## src/rtl/fetch_ctrl.sv

```systemverilog
// Instruction fetch controller: one outstanding request, redirect/kill handling.
// Optional FETCH_CTRL_PERF_EN adds perf_fetch / perf_kill event counters.
module fetch_ctrl #(
   parameter logic [31:0] RESET_PC = 32'h0000_0000
) (
   input  logic        clk,
   input  logic        rst,
   output logic        req_valid,
   output logic [31:0] req_addr,
   input  logic        req_ready,
   input  logic        rsp_valid,
   input  logic [31:0] rsp_data,
   output logic        inst_valid,
   output logic [31:0] inst,
   output logic [31:0] inst_pc,
   output logic [31:0] inst_pc4,
   input  logic        inst_ready,
   input  logic        redir_valid,
   input  logic [31:0] redir_pc
`ifdef FETCH_CTRL_PERF_EN
  ,output logic [31:0] perf_fetch,
   output logic [31:0] perf_kill
`endif
);

   typedef enum logic [1:0] {S_REQ, S_WAIT, S_OUT} state_t;

   localparam logic [31:0] NOP = 32'h0000_0013;

   state_t      state, state_nxt;
   logic [31:0] pc, pc_nxt;
   logic        kill, kill_nxt;
   logic        load;
   logic [31:0] redir_al;

   assign redir_al = redir_pc & ~32'h3;
   assign req_addr = pc;
   assign inst_pc4 = inst_pc + 32'd4;

   always_comb begin
      state_nxt  = state;
      pc_nxt     = pc;
      kill_nxt   = kill;
      load       = 1'b0;
      req_valid  = 1'b0;
      inst_valid = 1'b0;
      case (state)
         S_REQ: begin
            req_valid = ~redir_valid;
            if (redir_valid)    pc_nxt    = redir_al;
            else if (req_ready) state_nxt = S_WAIT;
         end
         S_WAIT: begin
            if (rsp_valid) begin
               // a same-cycle redirect kills the response outright, no kill bit needed
               state_nxt = S_REQ;
               kill_nxt  = 1'b0;
               if (redir_valid) pc_nxt = redir_al;
               else if (!kill) begin
                  load      = 1'b1;
                  pc_nxt    = pc + 32'd4;
                  state_nxt = S_OUT;
               end
            end else if (redir_valid) begin
               pc_nxt   = redir_al;
               kill_nxt = 1'b1;
            end
         end
         S_OUT: begin
            inst_valid = ~redir_valid;
            if (redir_valid) begin
               pc_nxt    = redir_al;
               state_nxt = S_REQ;
            end else if (inst_ready) state_nxt = S_REQ;
         end
         default: state_nxt = S_REQ;
      endcase
      if (rst) begin
         req_valid  = 1'b0;
         inst_valid = 1'b0;
      end
   end

   always_ff @(posedge clk) begin
      if (rst) begin
         state   <= S_REQ;
         pc      <= RESET_PC & ~32'h3;
         kill    <= 1'b0;
         inst    <= NOP;
         inst_pc <= 32'h0;
      end else begin
         state <= state_nxt;
         pc    <= pc_nxt;
         kill  <= kill_nxt;
         if (load) begin
            inst    <= rsp_data;
            inst_pc <= pc;
         end
      end
   end

`ifdef FETCH_CTRL_PERF_EN
   always_ff @(posedge clk) begin
      if (rst) begin
         perf_fetch <= 32'h0;
         perf_kill  <= 32'h0;
      end else begin
         if (inst_valid && inst_ready) perf_fetch <= perf_fetch + 32'd1;
         if ((state == S_WAIT && rsp_valid && (kill || redir_valid)) ||
             (state == S_OUT && redir_valid))
            perf_kill <= perf_kill + 32'd1;
      end
   end
`endif

endmodule

```

## config.mk

```make
export PLATFORM = sky130hd
export DESIGN_NAME = fetch_ctrl
export DESIGN_NICKNAME = d
export VERILOG_FILES = /design/src/rtl/fetch_ctrl.sv
export SDC_FILE = /design/constraint.sdc
export NUM_CORES = 1
export LEC_CHECK = 0
export BUFFER_PORTS_ARGS = -buffer_cell sky130_fd_sc_hd__buf_2
export CAP_MARGIN = 20
export CELL_PAD_IN_SITES_DETAIL_PLACEMENT = 1
export CELL_PAD_IN_SITES_GLOBAL_PLACEMENT = 1
export CORE_ASPECT_RATIO = 1.75
export CORE_UTILIZATION = 34
export CTS_CLUSTER_SIZE = 12
export DETAILED_ROUTE_END_ITERATION = 8
export GPL_ROUTABILITY_DRIVEN = 1
export PLACE_DENSITY = 0.78
export SYNTH_ARGS = -nofsm -noshare
export SYNTH_HDL_FRONTEND = slang
export SYNTH_SLANG_ARGS = --single-unit
```

## constraint.sdc

```tcl
create_clock -name clk -period 2.9 [get_ports clk]
set_clock_uncertainty 0.2 [all_clocks]
set_input_delay 0.29 -clock clk [delete_from_list [all_inputs] [get_ports clk]]
set_output_delay 0.29 -clock clk [all_outputs]
set_load 0.03 [all_outputs]
```

==> results.sh <==
export IMPL_cts_root_buf="clkbuf_16"
export IMPL_fin_ws_ns=0.108
export IMPL_grt_use_met1=0.268
export IMPL_n_antenna_cell=0
export IMPL_final_max_slew_viol_count=0
export IMPL_p_leak_nw=2.92
export IMPL_synth_cell_types=56
export IMPL_core_region_area_sq_mm=0.0140
export IMPL_status="finished clean"
export IMPL_synth_top_cell_area_share=0.403
export IMPL_grt_pass1_wl_um=30500
export IMPL_start_util=0.352
export IMPL_cts_sinks=99
export IMPL_port_buffers=197
export IMPL_ctsLongestPathBuffers=2
export IMPL_place_congestion=0.838
export IMPL_io_pins=200
export IMPL_worst_slew_pin_slew_ns=0.951
export IMPL_synth_edf_count=0
export IMPL_dpl_worst_slack_ns=0.399
export IMPL_cpPeakStageDelay_ns=0.42
export IMPL_synthTopCellsByArea="dfxtp_1 (40%), nand2_1 (13%), a21oi_1 (8.7%)"
export IMPL_drc=0
export IMPL_ir_worst_vdd_uv=265
export IMPL_ys_seq_elements=99
export IMPL_crit_path_end_kind="output port"
export IMPL_cp_slowest_cell="dfxtp_1"
export IMPL_area_delta_synth_final_pct=37.1
export IMPL_fin_crit_ns=2.79
export IMPL_synth_top_cell_by_area="dfxtp_1"
export IMPL_cts_buffers=9
export IMPL_grt_setup_unrepaired="yes"
export IMPL_post_dp_hpwl_um=14000
export IMPL_fill_cells=1809
export IMPL_dr_pass1_iters=4
export IMPL_use_met3=0.0414
export IMPL_grt_pass1_vias=6025
export IMPL_top_usage_layer="met2"
export IMPL_via_per_inst=5.44
export IMPL_place_area_sq_mm=0.00612
export IMPL_rows=57
export IMPL_clock_latency_ns=0.34
export IMPL_cp_cell_sequence="and3_1 -> nand4_1 -> nor3_1 -> buf_4 -> nand4_1 -> xnor2_1 -> buf_2"
export IMPL_period_share=0.963
export IMPL_grtUsageTotal=0.257
export IMPL_setup_viol=0
export IMPL_drt_total_wl_um=19400
export IMPL_clkTransAtPathRegs_ns=0.07
export IMPL_cp_arrival_ns=2.30
export IMPL_final_area_sq_mm=0.00675
export IMPL_fmax_ghz=0.358
export IMPL_relSlewSlack=0.366
export IMPL_cts_htree_levels=3
export IMPL_die_x_um=92.9
export IMPL_syn_area_per_cell_sq_um=7.56
export IMPL_via_count=5698
export IMPL_p_total_mw=3.16
export IMPL_async_flop_share=0
export IMPL_synthesis_area_sq_mm=0.00492
export IMPL_grt_use_met2=0.470
export IMPL_seq_area_frac_synth=0.403
export IMPL_yosysWarningCount=0
export IMPL_grt_max_degree=88
export IMPL_fin_nets=938
export IMPL_postSynthCellCount=651
export IMPL_cpMostUsedCell="nand4_1"
export IMPL_antenna_left=0
export IMPL_p_per_area_mw_per_mm2=468
export IMPL_design_die_area_sq_mm=0.0150
export IMPL_cp_data_required_time_ns=2.41
export IMPL_critPathKind="reg2out"
export IMPL_ys_flop_type="dfxtp_1"
export IMPL_drive_gt1_frac=0.284
export IMPL_grt_antenna_before_repair=0
export IMPL_r2r_slack_ns=0.45
export IMPL_cts_tree="done"
export IMPL_wire_per_inst_um=18.5
export IMPL_critPathMaxFanout=6
export IMPL_min_path_type="in2reg"
export IMPL_crit_path_start_kind="flop"
export IMPL_max_cap_viol_count=0
export IMPL_fin_util=0.483
export IMPL_drt_iter0_drc=391
export IMPL_grt_overflow=0
export IMPL_die_y_um=161
export IMPL_hold_violations=0
export IMPL_synth_nets=723
==> timing repair <==
| item | in CTS | in global routing |
|---|---|---|
| hold buffers | 29 | 0 |
| gates resized for setup | 0 | 3 |
| buffers inserted | 0 | 1 |
| hold endpoints to repair | 29 | 0 |
| setup endpoints to repair | 0 | 10 |
==> cell usage in the layout, fill, tap and decap left out, drive strengths merged, types with 2 or more instances in the layout <==
master,n
xor2,6
nor2b,2
a22oi,5
a32o,2
nor3,17
o21ai,24
inv,10
or3,4
nand4,17
a211oi,10
clkinv,4
buf,217
bufinv,2
nand2,165
o21a,4
and3,10
and2,3
a21o,4
o31a,2
nor2,28
xnor2,22
nor4,10
clkbuf,10
a31oi,6
and4,3
o22ai,4
mux2i,5
dlygate4sd3,29
a22o,2
nand3,34
o31ai,3
ha,2
or4,3
dfxtp,99
a21oi,86
==> power breakdown <==
part | leakage [nW] | total (mW) | switching [mW] | internal, mW
combinational | 1.97 | 0.392 | 0.243 | 0.148
clock | 0.153 | 1.29 | 0.536 | 0.759
sequential | 0.806 | 1.47 | 0.0718 | 1.40
==> cell usage after synthesis, types with 4 or more instances <==
cell type,n
o21ai_0,22
clkbuf_1,36
dfxtp_1,99
nand4_1,16
mux2i_1,5
nand2_1,165
nor2_1,28
a21o_1,4
inv_1,10
o22ai_1,4
a22oi_1,5
xor2_1,6
a21oi_1,86
and3_1,10
a31oi_1,6
xnor2_1,22
nor3_1,17
nor4_1,5
a211oi_1,10
or3_1,4
nand3_1,31
o21a_1,4
==> layout make-up <==
type | instances | area (sq um) | share of cell area
Clock inverter | 6 | 90.1 | 0.0134
Inverter | 11 | 41.3 | 0.00612
Sequential cell | 99 | 1980 | 0.294
Multi-Input combinational cell | 499 | 2760 | 0.408
Tap cell | 177 | 221 | 0.0328
Timing Repair Buffer | 246 | 1430 | 0.211
Clock buffer | 10 | 229 | 0.0339
==> kinds of logic after synthesis <==
logic type	Yosys count	share of synthesized area
compound gates	162	0.196
xor+xnor	28	0.0498
fa+ha+maj	2	0.00508
buf+inv	53	0.0427
flops	99	0.403
mux	5	0.0102
simple gates	302	0.294
==> per-stage QoR <==
| stage | std cells | setup TNS [ns] | hold WS (ns) |
|---|---|---|---|
| 2_1_floorplan | 651 | 0 | 0.214 |
| 3_3_place_gp | 1002 | 0 | 0.238 |
| 3_5_place_dp | 1002 | 0 | 0.248 |
| 4_1_cts | 1047 | 0 | 0.00307 |
| 5_1_grt | 1048 | -0.0226 | 0.00598 |
| 6_report | 1048 | 0 | 0.00680 |
==> state kept, by name (all words and copies together) (netlist names) <==
register  cells
inst_pc      32
state         2
kill          1
inst         32
req_addr     32
==> worst paths after layout <==
| kind | cells after the start | start | to |
|---|---|---|---|
| hold reg to reg | 2 | inst[17] | inst[17] |
| hold / removal | 3 | rsp_data[3] | inst[3] |
| setup / recovery | 7 | inst_pc[4] | inst_pc4[19] |
| setup reg to reg | 5 | req_addr[5] | req_addr[17] |
==> critical path: cells and delay by family (launching register included) <==
| kind | cells | cell delay, ns |
|---|---|---|
| XOR/XNOR | 1 | 0.16 |
| buffers and inverters | 2 | 0.41 |
| flip-flops | 1 | 0.42 |
| AND/OR/NAND/NOR | 4 | 0.96 |
==> metal layers <==
layer | part of all wire | vias up
met5 | 0 | -
met4 | 0.062 | 0
met3 | 0.044 | 70
met2 | 0.53 | 197
met1 | 0.37 | 2714
li1 | - | 2717
(Power assumes the default switching activity.)
